**config.mk**
```make
export PLATFORM = sky130hd
export DESIGN_NAME = fft_frame_sequencer_flat
export DESIGN_NICKNAME = d
export VERILOG_FILES = /design/src/rtl/fft_frame_sequencer_pkg.sv /design/src/rtl/fft_frame_sequencer_if.sv /design/src/rtl/fft_ram_mux.sv /design/src/rtl/fft_frame_sequencer.sv /design/src/flat_wrapper.sv
export SDC_FILE = /design/constraint.sdc
export NUM_CORES = 1
export LEC_CHECK = 0
export ABC_AREA = 1
export BUFFER_PORTS_ARGS = -buffer_cell sky130_fd_sc_hd__buf_4
export CORE_AREA = 2 2 96 98
export CTS_CLUSTER_SIZE = 25
export DETAILED_ROUTE_END_ITERATION = 6
export DIE_AREA = 0 0 98 100
export GPL_TIMING_DRIVEN = 1
export HOLD_SLACK_MARGIN = 0.05
export PLACE_DENSITY_LB_ADDON = 0.25
export SLEW_MARGIN = 10
export SYNTH_ARGS = -nofsm -noshare
export SYNTH_HDL_FRONTEND = slang
export SYNTH_SLANG_ARGS = --single-unit
```
**constraint.sdc**
```tcl
create_clock -name i_clk -period 4.8 [get_ports i_clk]
set_input_delay 0.24 -clock i_clk [delete_from_list [all_inputs] [get_ports i_clk]]
set_output_delay 0.24 -clock i_clk [all_outputs]
set_load 0.01 [all_outputs]
```
**src/rtl/fft_frame_sequencer_pkg.sv**
```systemverilog
// Shared types and helpers for the FFT frame sequencer: FSM states, RAM owner
// select and the power-of-two frame length check.
package fft_seq_pkg;

    typedef enum logic [2:0] {
        SEQ_LOAD,
        SEQ_STAGE_START,
        SEQ_STAGE_RUN,
        SEQ_DONE,
        SEQ_ERROR
    } seq_state_t;

    typedef enum logic [1:0] {
        OWN_NONE,
        OWN_BRIDGE,
        OWN_CORE
    } ram_owner_t;

    typedef struct packed {
        logic       valid;
        logic [3:0] log2;
    } pow2_t;

    // valid only for an exact power of two in [2, 2**max_log2]
    function automatic pow2_t f_pow2_log2(input logic [11:0] n, input int max_log2);
        pow2_t r;
        r = '0;
        for (int i = 1; i < 12; i++) begin
            if (n == 12'(1 << i) && i <= max_log2) begin
                r.valid = 1'b1;
                r.log2  = 4'(i);
            end
        end
        return r;
    endfunction

endpackage

```
**src/rtl/fft_frame_sequencer_if.sv**
```systemverilog
// Bridge/core/RAM signal bundle of the frame sequencer. The master side is the
// environment (bridge, core, RAM); the slave side is the sequencer itself.
interface fft_frame_sequencer_if #(parameter int DATA_WIDTH = 32);
    logic                  i_DATA_LOADED;
    logic [11:0]           i_SAMPLES_NUMBER;
    logic                  i_RESULT_READ;
    logic                  i_CLEAR;
    logic                  i_BR_WRITE;
    logic                  i_BR_READ;
    logic [11:0]           i_BR_INDEX;
    logic [15:0]           i_BR_SAMPLE;
    logic                  i_CORE_WE;
    logic                  i_CORE_RE;
    logic [11:0]           i_CORE_ADDR;
    logic [DATA_WIDTH-1:0] i_CORE_WDATA;
    logic                  i_STAGE_DONE;
    logic [DATA_WIDTH-1:0] i_RAM_RDATA;
    logic                  o_RAM_WE;
    logic                  o_RAM_RE;
    logic [11:0]           o_RAM_ADDR;
    logic [DATA_WIDTH-1:0] o_RAM_WDATA;
    logic [DATA_WIDTH-1:0] o_BR_RDATA;
    logic [DATA_WIDTH-1:0] o_CORE_RDATA;
    logic                  o_BR_BLOCKED;
    logic                  o_STAGE_START;
    logic [3:0]            o_STAGE;
    logic                  o_CALC_END;
    logic                  o_ERROR;

    modport master (
        output i_DATA_LOADED, i_SAMPLES_NUMBER, i_RESULT_READ, i_CLEAR,
               i_BR_WRITE, i_BR_READ, i_BR_INDEX, i_BR_SAMPLE,
               i_CORE_WE, i_CORE_RE, i_CORE_ADDR, i_CORE_WDATA,
               i_STAGE_DONE, i_RAM_RDATA,
        input  o_RAM_WE, o_RAM_RE, o_RAM_ADDR, o_RAM_WDATA, o_BR_RDATA,
               o_CORE_RDATA, o_BR_BLOCKED, o_STAGE_START, o_STAGE,
               o_CALC_END, o_ERROR
    );

    modport slave (
        input  i_DATA_LOADED, i_SAMPLES_NUMBER, i_RESULT_READ, i_CLEAR,
               i_BR_WRITE, i_BR_READ, i_BR_INDEX, i_BR_SAMPLE,
               i_CORE_WE, i_CORE_RE, i_CORE_ADDR, i_CORE_WDATA,
               i_STAGE_DONE, i_RAM_RDATA,
        output o_RAM_WE, o_RAM_RE, o_RAM_ADDR, o_RAM_WDATA, o_BR_RDATA,
               o_CORE_RDATA, o_BR_BLOCKED, o_STAGE_START, o_STAGE,
               o_CALC_END, o_ERROR
    );
endinterface

```
**src/rtl/fft_ram_mux.sv**
```systemverilog
// Combinational single-port RAM arbiter: passes the current owner's strobes,
// address and data through and drops everything from the other side.
module fft_ram_mux
    import fft_seq_pkg::*;
#(
    parameter int DATA_WIDTH = 32
) (
    input  ram_owner_t            owner,
    input  logic                  br_write,
    input  logic                  br_read,
    input  logic [11:0]           br_index,
    input  logic [15:0]           br_sample,
    input  logic                  core_we,
    input  logic                  core_re,
    input  logic [11:0]           core_addr,
    input  logic [DATA_WIDTH-1:0] core_wdata,
    output logic                  ram_we,
    output logic                  ram_re,
    output logic [11:0]           ram_addr,
    output logic [DATA_WIDTH-1:0] ram_wdata,
    output logic                  br_blocked
);

    always_comb begin
        ram_we    = 1'b0;
        ram_re    = 1'b0;
        ram_addr  = '0;
        ram_wdata = '0;
        case (owner)
            OWN_BRIDGE: begin
                ram_we    = br_write;
                ram_re    = br_read;
                ram_addr  = br_index;
                ram_wdata = {{(DATA_WIDTH-16){1'b0}}, br_sample};
            end
            OWN_CORE: begin
                ram_we    = core_we;
                ram_re    = core_re;
                ram_addr  = core_addr;
                ram_wdata = core_wdata;
            end
            default: ;
        endcase
        br_blocked = (br_write || br_read) && (owner != OWN_BRIDGE);
    end

endmodule

```
**src/rtl/fft_frame_sequencer.sv**
```systemverilog
// FFT frame controller: load -> log2(N) stages -> readout, with RAM ownership
// arbitration and a per-stage watchdog.
module fft_frame_sequencer
    import fft_seq_pkg::*;
#(
    parameter int DATA_WIDTH     = 32,
    parameter int MAX_LOG2       = 11,
    parameter int TIMEOUT_CYCLES = 4096
) (
    input  logic                 i_clk,
    input  logic                 i_rst,
    fft_frame_sequencer_if.slave bus
);

    localparam int TW = $clog2(TIMEOUT_CYCLES);
    localparam logic [TW-1:0] TIMER_LAST = TW'(TIMEOUT_CYCLES - 1);

    seq_state_t    state, state_nx;
    logic [3:0]    stage, stage_nx;
    logic [3:0]    num_stages, num_stages_nx;
    logic [TW-1:0] timer, timer_nx;
    ram_owner_t    owner;
    pow2_t         chk;

    assign chk = f_pow2_log2(bus.i_SAMPLES_NUMBER, MAX_LOG2);

    always_ff @(posedge i_clk) begin
        if (i_rst) begin
            state      <= SEQ_LOAD;
            stage      <= '0;
            num_stages <= '0;
            timer      <= '0;
        end else begin
            state      <= state_nx;
            stage      <= stage_nx;
            num_stages <= num_stages_nx;
            timer      <= timer_nx;
        end
    end

    always_comb begin
        state_nx      = state;
        stage_nx      = stage;
        num_stages_nx = num_stages;
        timer_nx      = timer;
        owner         = OWN_NONE;
        case (state)
            SEQ_LOAD: begin
                owner = OWN_BRIDGE;
                if (bus.i_DATA_LOADED) begin
                    if (chk.valid) begin
                        num_stages_nx = chk.log2;
                        stage_nx      = '0;
                        state_nx      = SEQ_STAGE_START;
                    end else begin
                        state_nx = SEQ_ERROR;
                    end
                end
            end
            SEQ_STAGE_START: begin
                owner    = OWN_CORE;
                timer_nx = '0;
                state_nx = SEQ_STAGE_RUN;
            end
            SEQ_STAGE_RUN: begin
                owner    = OWN_CORE;
                timer_nx = timer + 1'b1;
                // a done on the watchdog's last cycle still counts
                if (bus.i_STAGE_DONE) begin
                    if (stage == num_stages - 4'd1) begin
                        state_nx = SEQ_DONE;
                    end else begin
                        stage_nx = stage + 4'd1;
                        state_nx = SEQ_STAGE_START;
                    end
                end else if (timer == TIMER_LAST) begin
                    state_nx = SEQ_ERROR;
                end
            end
            SEQ_DONE: begin
                owner = OWN_BRIDGE;
                if (bus.i_RESULT_READ) state_nx = SEQ_LOAD;
            end
            SEQ_ERROR: begin
                if (bus.i_CLEAR) state_nx = SEQ_LOAD;
            end
            default: state_nx = SEQ_LOAD;
        endcase
    end

    always_comb begin
        bus.o_STAGE_START = (state == SEQ_STAGE_START);
        bus.o_CALC_END    = (state == SEQ_DONE);
        bus.o_ERROR       = (state == SEQ_ERROR);
        bus.o_STAGE       = stage;
        bus.o_BR_RDATA    = bus.i_RAM_RDATA;
        bus.o_CORE_RDATA  = bus.i_RAM_RDATA;
    end

    fft_ram_mux #(.DATA_WIDTH(DATA_WIDTH)) u_mux (
        .owner      (owner),
        .br_write   (bus.i_BR_WRITE),
        .br_read    (bus.i_BR_READ),
        .br_index   (bus.i_BR_INDEX),
        .br_sample  (bus.i_BR_SAMPLE),
        .core_we    (bus.i_CORE_WE),
        .core_re    (bus.i_CORE_RE),
        .core_addr  (bus.i_CORE_ADDR),
        .core_wdata (bus.i_CORE_WDATA),
        .ram_we     (bus.o_RAM_WE),
        .ram_re     (bus.o_RAM_RE),
        .ram_addr   (bus.o_RAM_ADDR),
        .ram_wdata  (bus.o_RAM_WDATA),
        .br_blocked (bus.o_BR_BLOCKED)
    );

endmodule

```
**src/flat_wrapper.sv**
```systemverilog
// flat-port wrapper written by rule: the top's interface ports become plain ports
module fft_frame_sequencer_flat import fft_seq_pkg::*;
#(
    parameter int DATA_WIDTH     = 32,
    parameter int MAX_LOG2       = 11,
    parameter int TIMEOUT_CYCLES = 4096
)
  (i_clk, i_rst, bus_i_DATA_LOADED, bus_i_SAMPLES_NUMBER, bus_i_RESULT_READ, bus_i_CLEAR, bus_i_BR_WRITE, bus_i_BR_READ, bus_i_BR_INDEX, bus_i_BR_SAMPLE, bus_i_CORE_WE, bus_i_CORE_RE, bus_i_CORE_ADDR, bus_i_CORE_WDATA, bus_i_STAGE_DONE, bus_i_RAM_RDATA, bus_o_RAM_WE, bus_o_RAM_RE, bus_o_RAM_ADDR, bus_o_RAM_WDATA, bus_o_BR_RDATA, bus_o_CORE_RDATA, bus_o_BR_BLOCKED, bus_o_STAGE_START, bus_o_STAGE, bus_o_CALC_END, bus_o_ERROR);
  fft_frame_sequencer_if #(.DATA_WIDTH(DATA_WIDTH)) bus_i ();
  input  logic i_clk;
  input  logic i_rst;
  input wire logic [$bits(bus_i.i_DATA_LOADED)-1:0] bus_i_DATA_LOADED;
  input wire logic [$bits(bus_i.i_SAMPLES_NUMBER)-1:0] bus_i_SAMPLES_NUMBER;
  input wire logic [$bits(bus_i.i_RESULT_READ)-1:0] bus_i_RESULT_READ;
  input wire logic [$bits(bus_i.i_CLEAR)-1:0] bus_i_CLEAR;
  input wire logic [$bits(bus_i.i_BR_WRITE)-1:0] bus_i_BR_WRITE;
  input wire logic [$bits(bus_i.i_BR_READ)-1:0] bus_i_BR_READ;
  input wire logic [$bits(bus_i.i_BR_INDEX)-1:0] bus_i_BR_INDEX;
  input wire logic [$bits(bus_i.i_BR_SAMPLE)-1:0] bus_i_BR_SAMPLE;
  input wire logic [$bits(bus_i.i_CORE_WE)-1:0] bus_i_CORE_WE;
  input wire logic [$bits(bus_i.i_CORE_RE)-1:0] bus_i_CORE_RE;
  input wire logic [$bits(bus_i.i_CORE_ADDR)-1:0] bus_i_CORE_ADDR;
  input wire logic [$bits(bus_i.i_CORE_WDATA)-1:0] bus_i_CORE_WDATA;
  input wire logic [$bits(bus_i.i_STAGE_DONE)-1:0] bus_i_STAGE_DONE;
  input wire logic [$bits(bus_i.i_RAM_RDATA)-1:0] bus_i_RAM_RDATA;
  output wire logic [$bits(bus_i.o_RAM_WE)-1:0] bus_o_RAM_WE;
  output wire logic [$bits(bus_i.o_RAM_RE)-1:0] bus_o_RAM_RE;
  output wire logic [$bits(bus_i.o_RAM_ADDR)-1:0] bus_o_RAM_ADDR;
  output wire logic [$bits(bus_i.o_RAM_WDATA)-1:0] bus_o_RAM_WDATA;
  output wire logic [$bits(bus_i.o_BR_RDATA)-1:0] bus_o_BR_RDATA;
  output wire logic [$bits(bus_i.o_CORE_RDATA)-1:0] bus_o_CORE_RDATA;
  output wire logic [$bits(bus_i.o_BR_BLOCKED)-1:0] bus_o_BR_BLOCKED;
  output wire logic [$bits(bus_i.o_STAGE_START)-1:0] bus_o_STAGE_START;
  output wire logic [$bits(bus_i.o_STAGE)-1:0] bus_o_STAGE;
  output wire logic [$bits(bus_i.o_CALC_END)-1:0] bus_o_CALC_END;
  output wire logic [$bits(bus_i.o_ERROR)-1:0] bus_o_ERROR;
  assign bus_i.i_DATA_LOADED = bus_i_DATA_LOADED;
  assign bus_i.i_SAMPLES_NUMBER = bus_i_SAMPLES_NUMBER;
  assign bus_i.i_RESULT_READ = bus_i_RESULT_READ;
  assign bus_i.i_CLEAR = bus_i_CLEAR;
  assign bus_i.i_BR_WRITE = bus_i_BR_WRITE;
  assign bus_i.i_BR_READ = bus_i_BR_READ;
  assign bus_i.i_BR_INDEX = bus_i_BR_INDEX;
  assign bus_i.i_BR_SAMPLE = bus_i_BR_SAMPLE;
  assign bus_i.i_CORE_WE = bus_i_CORE_WE;
  assign bus_i.i_CORE_RE = bus_i_CORE_RE;
  assign bus_i.i_CORE_ADDR = bus_i_CORE_ADDR;
  assign bus_i.i_CORE_WDATA = bus_i_CORE_WDATA;
  assign bus_i.i_STAGE_DONE = bus_i_STAGE_DONE;
  assign bus_i.i_RAM_RDATA = bus_i_RAM_RDATA;
  assign bus_o_RAM_WE = bus_i.o_RAM_WE;
  assign bus_o_RAM_RE = bus_i.o_RAM_RE;
  assign bus_o_RAM_ADDR = bus_i.o_RAM_ADDR;
  assign bus_o_RAM_WDATA = bus_i.o_RAM_WDATA;
  assign bus_o_BR_RDATA = bus_i.o_BR_RDATA;
  assign bus_o_CORE_RDATA = bus_i.o_CORE_RDATA;
  assign bus_o_BR_BLOCKED = bus_i.o_BR_BLOCKED;
  assign bus_o_STAGE_START = bus_i.o_STAGE_START;
  assign bus_o_STAGE = bus_i.o_STAGE;
  assign bus_o_CALC_END = bus_i.o_CALC_END;
  assign bus_o_ERROR = bus_i.o_ERROR;
  fft_frame_sequencer #(.DATA_WIDTH(DATA_WIDTH), .MAX_LOG2(MAX_LOG2), .TIMEOUT_CYCLES(TIMEOUT_CYCLES)) u_core (.i_clk(i_clk), .i_rst(i_rst), .bus(bus_i));
endmodule
```
==> impl_metrics.prom, run 1 <==
# TYPE chip_impl_metric gauge
chip_impl_info{name="synth_area_leader_cell",value="sky130_fd_sc_hd__nand2_1"} 1
chip_impl_metric{name="power.static_leakage",unit="nW"} 1.84
chip_impl_info{name="commonest_register_cell_after_synthesis",value="sky130_fd_sc_hd__dfxtp_1"} 1
chip_impl_metric{name="power",unit="mW"} 0.627
chip_impl_metric{name="grtUsageMet1",unit=""} 0.244
chip_impl_metric{name="routed-via-count",unit=""} 3038
chip_impl_info{name="reg_to_reg_end",value="u_core.state[0]"} 1
chip_impl_metric{name="clkLatencyLatePin",unit="ns"} 0.27
chip_impl_metric{name="synth_fa_ha_area_frac",unit=""} 0.0233
chip_impl_metric{name="first_global_vias",unit=""} 2958
chip_impl_metric{name="core.rowCount",unit=""} 35
chip_impl_metric{name="sequential_cell_area",unit="sq um"} 460
chip_impl_metric{name="synthesis.instances",unit=""} 475
chip_impl_metric{name="yosys-mux-area-fraction",unit=""} 0
chip_impl_info{name="min-delay-path-class",value="input pin to register"} 1
chip_impl_metric{name="mappedNetlistNets",unit=""} 606
chip_impl_info{name="cp_capture_type",value="output pin"} 1
chip_impl_metric{name="setup-tns-final",unit="ns"} 0
chip_impl_metric{name="synth_warnings",unit=""} 0
chip_impl_metric{name="wire_per_inst",unit="um"} 14.5
chip_impl_metric{name="nFillCells",unit=""} 980
chip_impl_metric{name="cts_post_setup_buffers_inserted",unit=""} 0
chip_impl_metric{name="global_route.overflow_total",unit=""} 0
chip_impl_metric{name="final-hold-violation-count",unit=""} 0
chip_impl_metric{name="use_met3",unit=""} 0.0411
chip_impl_metric{name="ff2ff_setup_slack",unit="ns"} 2.84
chip_impl_metric{name="floorplan.die_area",unit="sq um"} 9800
chip_impl_metric{name="setup_violations",unit=""} 0
chip_impl_metric{name="diodes",unit=""} 0
chip_impl_metric{name="detailedPlacementHpwl",unit="um"} 8170
chip_impl_info{name="combinational_family_with_the_most_area_after_synthesis",value="simple AND/OR/NAND/NOR gates"} 1
chip_impl_info{name="post_synth_main_area_contributors",value="sky130_fd_sc_hd__nand2_1 21%, sky130_fd_sc_hd__buf_4 18%, sky130_fd_sc_hd__dfxtp_1 17%"} 1
chip_impl_metric{name="yosys.area_share.xor_xnor",unit=""} 0.0196
chip_impl_metric{name="layout.core_utilization",unit=""} 0.388
chip_impl_info{name="critPathLaunchType",value="register"} 1
chip_impl_metric{name="cts_hold_fix_bufs",unit=""} 0
chip_impl_metric{name="postSynth.asyncResetShare",unit=""} 0
chip_impl_metric{name="synth_compound_gate_area_share",unit=""} 0.140
chip_impl_metric{name="port-buffer-count",unit=""} 147
chip_impl_metric{name="antenna_found_initial",unit=""} 0
chip_impl_metric{name="min_period",unit="ns"} 3.59
chip_impl_metric{name="max_cap_violations",unit=""} 0
chip_impl_info{name="critical_path.slowest_cell",value="sky130_fd_sc_hd__ha_1"} 1
chip_impl_metric{name="timing.reg2reg.worst_path_depth",unit=""} 8
chip_impl_metric{name="final_cells",unit=""} 660
chip_impl_metric{name="dr.pass1.iters",unit=""} 4
chip_impl_metric{name="detailedRoute.firstIterationViolations",unit=""} 98
chip_impl_metric{name="hold_path_depth",unit=""} 3
chip_impl_metric{name="grt_first_pass_wirelength",unit="um"} 14700
chip_impl_metric{name="synthSimpleGateAreaFrac",unit=""} 0.359
chip_impl_metric{name="critical_path.max_fanout",unit=""} 30
chip_impl_metric{name="post-route-period-util",unit=""} 0.748
chip_impl_info{name="clock_tree_from_tritoncts",value="done"} 1
chip_impl_metric{name="worst_case_vdd_ir_drop",unit="uV"} 78.3
chip_impl_metric{name="clock-sinks",unit=""} 23
chip_impl_metric{name="globalplace.congestion",unit=""} 0.838
chip_impl_info{name="grt_setup_unrepaired",value="false"} 1
chip_impl_metric{name="chipWidth",unit="um"} 98
chip_impl_metric{name="power_density",unit="nW/um^2"} 182
chip_impl_metric{name="final_layout_size_suffix_gt1_frac",unit=""} 0.308
chip_impl_info{name="clock_tree.root_cell",value="sky130_fd_sc_hd__clkbuf_8"} 1
chip_impl_metric{name="ioPinCount",unit=""} 244
chip_impl_metric{name="max_slew.worst_pin.slew",unit="ns"} 1.04
chip_impl_metric{name="netlist_area",unit="sq um"} 2680
chip_impl_metric{name="fmaxAchievable",unit="GHz"} 0.279
chip_impl_info{name="timing.critical_path.mode_cell",value="sky130_fd_sc_hd__inv_2"} 1
chip_impl_metric{name="h-tree-depth",unit=""} 1
chip_impl_metric{name="postSynthRegisterBits",unit=""} 23
chip_impl_metric{name="netlist.area_leader.share",unit=""} 0.214
chip_impl_metric{name="worst_setup_hold_path_clk_slew",unit="ns"} 0.08
chip_impl_info{name="synthMostInstantiatedCell",value="sky130_fd_sc_hd__nand2_1"} 1
chip_impl_metric{name="placed_cells_incl_taps",unit=""} 656
chip_impl_info{name="status",value="complete, no violations"} 1
chip_impl_metric{name="coreArea",unit="sq um"} 8890
chip_impl_metric{name="track_usage",unit=""} 0.187
chip_impl_metric{name="synth-seq-area-share",unit=""} 0.172
chip_impl_info{name="min_to",value="u_core.state[0]"} 1
chip_impl_metric{name="route.antenna.remaining_nets",unit=""} 0
chip_impl_metric{name="syn_avg_cell_area",unit="sq um"} 5.65
chip_impl_metric{name="placed_area",unit="sq um"} 3400
chip_impl_metric{name="drt_wl_total",unit="um"} 9580
chip_impl_info{name="grt.busiest_layer",value="met2"} 1
chip_impl_metric{name="area_of_combinational_cells_with_multiple_inputs",unit="sq um"} 1450
chip_impl_metric{name="synth_cell_type_count",unit=""} 31
chip_impl_info{name="critical_path_cell_by_cell",value="inv_2 > nor3_2 > inv_2 > nand2_1 > inv_2 > ha_1 > a21oi_1 > buf_4"} 1
chip_impl_metric{name="drc_errors",unit=""} 0
chip_impl_info{name="source_of_the_worst_register_to_register_timing_path",value="u_core.state[1]"} 1
chip_impl_metric{name="start_util",unit=""} 0.302
chip_impl_metric{name="die_span_y",unit="um"} 100
chip_impl_metric{name="cp_slowest_stage_delay",unit="ns"} 0.98
chip_impl_metric{name="required",unit="ns"} 4.56
chip_impl_info{name="worstSetupPathType",value="register to output pin"} 1
chip_impl_metric{name="grt_use_met2",unit=""} 0.322
chip_impl_metric{name="clk_path_buf_depth",unit=""} 2
chip_impl_metric{name="post_layout_nets",unit=""} 681
chip_impl_metric{name="area_delta_synth_final",unit="%"} 28.4
chip_impl_metric{name="fin_worst_skew",unit="ns"} 0.00302
chip_impl_info{name="synth_top_cells_by_count",value="153 x sky130_fd_sc_hd__nand2_1, 64 x sky130_fd_sc_hd__buf_4, 54 x sky130_fd_sc_hd__inv_1"} 1
chip_impl_metric{name="cts_inserted_buffers",unit=""} 3
chip_impl_metric{name="relSlewSlack",unit=""} 0.304
chip_impl_metric{name="design_area",unit="sq um"} 3450
chip_impl_metric{name="post_drt_via_cell_ratio",unit=""} 4.60
chip_impl_metric{name="cp_data_arrival_time",unit="ns"} 3.35
chip_impl_metric{name="largest_net_degree_at_the_start_of_global_routing",unit=""} 47
chip_impl_info{name="holdCritStartpoint",value="bus_i_RESULT_READ"} 1
chip_impl_metric{name="max_slew_violation_count",unit=""} 0
chip_impl_metric{name="postCtsResizedCells",unit=""} 0
chip_impl_metric{name="synth-edff-count",unit=""} 0
power by group:
group | switching, mW | leakage (nW) | internal (mW)
combinational | 0.159 | 1.63 | 0.147
sequential | 0.00589 | 0.186 | 0.194
clock | 0.0630 | 0.0255 | 0.0580
total | 0.228 | 1.84 | 0.399
cell usage in the layout (no fill, tap or decap):
| cell | synthesis | layout |
|---|---|---|
| sky130_fd_sc_hd__xor2_1 | 2 | 2 |
| sky130_fd_sc_hd__nor2_2 | 1 | 1 |
| sky130_fd_sc_hd__nor2_1 | 39 | 39 |
| sky130_fd_sc_hd__nand3_1 | 14 | 14 |
| sky130_fd_sc_hd__clkinv_2 | 0 | 1 |
| sky130_fd_sc_hd__nand3_2 | 2 | 2 |
| sky130_fd_sc_hd__and3_1 | 1 | 1 |
| sky130_fd_sc_hd__a221oi_1 | 2 | 2 |
| sky130_fd_sc_hd__o21ai_0 | 7 | 7 |
| sky130_fd_sc_hd__buf_4 | 64 | 148 |
| sky130_fd_sc_hd__and2_1 | 1 | 1 |
| sky130_fd_sc_hd__nor2_4 | 1 | 1 |
| sky130_fd_sc_hd__inv_2 | 9 | 9 |
| sky130_fd_sc_hd__nand2_1 | 153 | 153 |
| sky130_fd_sc_hd__dfxtp_1 | 23 | 23 |
| sky130_fd_sc_hd__nor3b_1 | 1 | 1 |
| sky130_fd_sc_hd__or2_1 | 1 | 1 |
| sky130_fd_sc_hd__nand4_1 | 9 | 9 |
| sky130_fd_sc_hd__a211oi_1 | 5 | 5 |
| sky130_fd_sc_hd__nand2_2 | 1 | 1 |
| sky130_fd_sc_hd__xnor2_1 | 4 | 4 |
| sky130_fd_sc_hd__clkbuf_8 | 0 | 3 |
| sky130_fd_sc_hd__o21ai_1 | 6 | 6 |
| sky130_fd_sc_hd__a31oi_1 | 1 | 1 |
| sky130_fd_sc_hd__o221ai_1 | 1 | 1 |
| sky130_fd_sc_hd__ha_1 | 5 | 5 |
| sky130_fd_sc_hd__nor3_1 | 3 | 3 |
| sky130_fd_sc_hd__a21oi_1 | 48 | 48 |
| sky130_fd_sc_hd__inv_1 | 54 | 54 |
| sky130_fd_sc_hd__nor3_2 | 3 | 3 |
area by class of cell:
cell class,instances,area share
Clock buffer,3,0.0120
Clock inverter,1,0.00145
Inverter,63,0.0686
Multi-Input combinational cell,311,0.422
Sequential cell,23,0.134
Tap cell,111,0.0403
Timing Repair Buffer,148,0.322
cells by family (layout without fill, tap and decap cells):
| logic type | after synthesis | in the layout |
|---|---|---|
| compound gates | 70 | 70 |
| xor+xnor | 6 | 6 |
| fa+ha+maj | 5 | 5 |
| buf+inv | 141 | 215 |
| flops | 23 | 23 |
| simple gates | 230 | 230 |
how the worst max path moves through the flow:
stage,end,start,depth (start not counted)
2_1_floorplan,bus_o_RAM_ADDR[0],u_core.state[0],9
3_3_place_gp,bus_o_RAM_ADDR[0],u_core.state[1],8
3_5_place_dp,bus_o_RAM_ADDR[0],u_core.state[1],8
4_1_cts,bus_o_RAM_ADDR[0],u_core.state[1],8
5_1_grt,bus_o_RAM_WDATA[2],u_core.state[1],8
6_report,bus_o_RAM_WDATA[2],u_core.state[1],8
critical path: cells and delay by family, from the launching register on:
kind,cells,cell delay (ns)
simple gates,2,0.77
compound gates,1,0.26
fa+ha+maj,1,0.98
flops,1,0.42
buf+inv,4,0.66
registers in the layout, indices dropped and copies added (netlist names):
| name | count |
|---|---|
| u_core.bus.o_STAGE | 4 |
| u_core.state | 3 |
| u_core.timer | 12 |
| u_core.num_stages | 4 |
metrics by stage:
step	hold slack (ns)	setup slack, ns
after floorplan	0.415	2.52
after global placement	0.456	1.55
after detailed placement	0.465	1.43
after CTS	0.272	1.12
after global routing	0.270	0.916
final	0.279	1.21
per-layer routing:
metal  wire [um]  vias to the layer above
met5           0                        -
met4          75                        0
met3         591                        8
met2        4590                      112
met1        4320                     1348
li1            -                     1570
Note: power is estimated with default switching activity, not from simulation.
==> inputs of run 2 (changes only) <==
--- a/config.mk
+++ b/config.mk
@@ -7,10 +7,10 @@
 export LEC_CHECK = 0
 export ABC_AREA = 1
 export BUFFER_PORTS_ARGS = -buffer_cell sky130_fd_sc_hd__buf_4
-export CORE_AREA = 2 2 96 98
+export CORE_AREA = 2 2 94 96
 export CTS_CLUSTER_SIZE = 25
 export DETAILED_ROUTE_END_ITERATION = 6
-export DIE_AREA = 0 0 98 100
+export DIE_AREA = 0 0 96 98
 export GPL_TIMING_DRIVEN = 1
 export HOLD_SLACK_MARGIN = 0.05
 export PLACE_DENSITY_LB_ADDON = 0.25
==> constraint.sdc (replaced) <==
create_clock -name i_clk -period 3.2 [get_ports i_clk]
set_input_delay 0.16 -clock i_clk [delete_from_list [all_inputs] [get_ports i_clk]]
set_output_delay 0.16 -clock i_clk [all_outputs]
set_load 0.01 [all_outputs]
==> run 2 against run 1 <==
Net effect: global-route usage increased by 1.9 points; final area increased by 0.94%; sequential power increased by 49%; register-to-register slack got worse by 1.4 ns; critical endpoint is now bus_o_RAM_WDATA[6]; largest cell class unchanged; largest power group unchanged.
==> impl_metrics.prom, run 2 (synthesis gave the netlist of run 1 again) <==
# TYPE chip_impl_metric gauge
chip_impl_metric{name="required",unit="ns"} 3.04
chip_impl_metric{name="port-buffer-count",unit=""} 147
chip_impl_metric{name="min_period",unit="ns"} 2.68
chip_impl_metric{name="power.sequential.fraction",unit=""} 0.315
chip_impl_metric{name="critical_path.max_fanout",unit=""} 31
chip_impl_metric{name="antenna_found_initial",unit=""} 0
chip_impl_metric{name="power.static_leakage",unit="nW"} 1.85
chip_impl_metric{name="route.antenna.remaining_nets",unit=""} 0
chip_impl_metric{name="power.clock.fraction",unit=""} 0.193
chip_impl_metric{name="max_slew.worst_pin.slew",unit="ns"} 0.555
chip_impl_metric{name="final-hold-violation-count",unit=""} 0
chip_impl_metric{name="largest_register_ff_count",unit=""} 12
chip_impl_metric{name="global_route.overflow_total",unit=""} 0
chip_impl_metric{name="detailedRoute.firstIterationViolations",unit=""} 128
chip_impl_metric{name="ioPinCount",unit=""} 244
chip_impl_metric{name="layout.core_utilization",unit=""} 0.411
chip_impl_metric{name="die_span_y",unit="um"} 98
chip_impl_metric{name="area_delta_synth_final",unit="%"} 29.6
chip_impl_info{name="largest_register",value="u_core.timer"} 1
chip_impl_metric{name="first_global_vias",unit=""} 2800
chip_impl_metric{name="clk_path_buf_depth",unit=""} 2
chip_impl_metric{name="power_frac_comb",unit=""} 0.492
chip_impl_info{name="clock_tree.root_cell",value="sky130_fd_sc_hd__clkbuf_8"} 1
chip_impl_metric{name="track_usage",unit=""} 0.207
chip_impl_metric{name="floorplan.die_area",unit="sq um"} 9410
chip_impl_metric{name="max_cap_violations",unit=""} 0
chip_impl_metric{name="final_cells",unit=""} 660
chip_impl_metric{name="drt_wl_total",unit="um"} 10000
chip_impl_info{name="critPathLaunchType",value="register"} 1
chip_impl_metric{name="diodes",unit=""} 0
chip_impl_metric{name="sequential_cell_area",unit="sq um"} 460
chip_impl_metric{name="worst_setup_hold_path_clk_slew",unit="ns"} 0.09
chip_impl_metric{name="nFillCells",unit=""} 896
chip_impl_info{name="final_cell_mix",value="153 x sky130_fd_sc_hd__nand2_1, 150 x sky130_fd_sc_hd__buf_4, 54 x sky130_fd_sc_hd__inv_1"} 1
chip_impl_metric{name="max_slew_violation_count",unit=""} 0
chip_impl_metric{name="post-route-period-util",unit=""} 0.838
chip_impl_info{name="status",value="complete, no violations"} 1
chip_impl_metric{name="cell_internal_pwr",unit="mW"} 0.604
chip_impl_metric{name="post_layout_nets",unit=""} 684
chip_impl_metric{name="worst_case_vdd_ir_drop",unit="uV"} 141
chip_impl_metric{name="detailedPlacementHpwl",unit="um"} 8600
chip_impl_metric{name="globalplace.congestion",unit=""} 0.819
chip_impl_info{name="critical_path.slowest_cell",value="sky130_fd_sc_hd__ha_2"} 1
chip_impl_metric{name="fmaxAchievable",unit="GHz"} 0.373
chip_impl_info{name="most_common_cell_after_layout_fill_and_taps_aside",value="sky130_fd_sc_hd__nand2_1"} 1
chip_impl_metric{name="final_layout_size_suffix_gt1_frac",unit=""} 0.312
chip_impl_metric{name="clkLatencyLatePin",unit="ns"} 0.26
chip_impl_info{name="grt_setup_unrepaired",value="false"} 1
chip_impl_metric{name="setup_violations",unit=""} 0
chip_impl_metric{name="core.rowCount",unit=""} 34
chip_impl_metric{name="coreArea",unit="sq um"} 8470
chip_impl_metric{name="grt_first_pass_wirelength",unit="um"} 15000
chip_impl_metric{name="dr.pass1.iters",unit=""} 4
chip_impl_metric{name="routed-via-count",unit=""} 3037
chip_impl_info{name="clock_tree_from_tritoncts",value="done"} 1
chip_impl_metric{name="p_sw_frac",unit=""} 0.365
chip_impl_metric{name="post_drt_via_cell_ratio",unit=""} 4.60
chip_impl_metric{name="wire_per_inst",unit="um"} 15.2
chip_impl_info{name="cp_capture_type",value="output pin"} 1
chip_impl_metric{name="fin_worst_skew",unit="ns"} 0.00512
chip_impl_info{name="worstSetupPathType",value="register to output pin"} 1
chip_impl_metric{name="setup-tns-final",unit="ns"} 0
chip_impl_metric{name="cts_inserted_buffers",unit=""} 3
chip_impl_metric{name="area_of_combinational_cells_with_multiple_inputs",unit="sq um"} 1460
chip_impl_metric{name="h-tree-depth",unit=""} 1
chip_impl_metric{name="clock-sinks",unit=""} 23
chip_impl_info{name="min-delay-path-class",value="input pin to register"} 1
chip_impl_metric{name="relSlewSlack",unit=""} 0.630
chip_impl_metric{name="power_density",unit="nW/um^2"} 273
chip_impl_metric{name="worst_hold_slack",unit="ns"} 0.167
chip_impl_metric{name="cp_slowest_stage_delay",unit="ns"} 0.56
chip_impl_info{name="critical_path_cell_by_cell",value="nor3_2 > buf_4 > inv_2 > nand2_1 > inv_2 > ha_2 > nand2_1 > a21oi_1 > buf_4"} 1
chip_impl_metric{name="chipWidth",unit="um"} 96
chip_impl_metric{name="placed_cells_incl_taps",unit=""} 656
chip_impl_metric{name="drc_errors",unit=""} 0
chip_impl_metric{name="start_util",unit=""} 0.317
chip_impl_metric{name="largest_net_degree_at_the_start_of_global_routing",unit=""} 47
chip_impl_metric{name="cp_data_arrival_time",unit="ns"} 2.52
chip_impl_metric{name="switching_power",unit="mW"} 0.347
## run 2: timing repair
item	4_1_cts	5_1_grt
endpoints found under the setup margin	0	6
buffers inserted	0	0
hold buffers	0	0
gates resized for setup	0	1
## run 2: worst paths after layout
check,from,endpoint,slack (ns),cells after the start
worst max-delay path,u_core.state[2],bus_o_RAM_WDATA[6],0.52,9
worst min-delay path,bus_i_CLEAR,u_core.state[2],0.17,4
worst max register to register,u_core.timer[0],u_core.state[2],1.42,11
worst min register to register,u_core.timer[1],u_core.timer[1],0.48,2
## run 2: layout make-up
| class | count | area share |
|---|---|---|
| Clock buffer | 4 | 0.0129 |
| Inverter | 63 | 0.0680 |
| Multi-Input combinational cell | 311 | 0.418 |
| Sequential cell | 23 | 0.132 |
| Tap cell | 108 | 0.0388 |
| Timing Repair Buffer | 151 | 0.329 |
## run 2: power by group through the flow
stage / Sequential, mW / Combinational, mW / Clock, mW
6_report: 0.299 / 0.467 / 0.184
5_1_grt: 0.301 / 0.510 / 0.199
4_1_cts: 0.299 / 0.469 / 0.189
3_5_place_dp: 0.306 / 0.467 / 0
3_3_place_gp: 0.306 / 0.465 / 0
2_1_floorplan: 0.306 / 0.280 / 0
## run 2: metrics by stage
step	setup WS [ns]	total power, mW	instance area [sq um]
floorplan	1.00	0.586	2680
global placement	0.564	0.771	3430
detailed placement	0.530	0.773	3430
CTS	0.206	0.957	3480
global route	0.312	1.01	3480
finish	0.517	0.951	3480
## run 2: layer usage
| metal | share of wire | up-vias | routed length [um] | global-route usage |
|---|---|---|---|---|
| met4 | 0.0058 | 0 | 58 | 0.0308 |
| met1 | 0.43 | 1325 | 4350 | 0.272 |
| met3 | 0.12 | 4 | 1190 | 0.0887 |
| met5 | 0 | - | 0 | 0 |
| met2 | 0.44 | 135 | 4440 | 0.319 |
| li1 | - | 1573 | - | - |
## run 2: worst max-delay path: cells and delay by family, from the launching register on
| kind | cells | cell delay, ns |
|---|---|---|
| buffers and inverters | 4 | 0.58 |
| adders and majority gates | 1 | 0.56 |
| DFF | 1 | 0.44 |
| AOI/OAI and AO/OA | 1 | 0.38 |
| and+or+nand+nor | 3 | 0.29 |
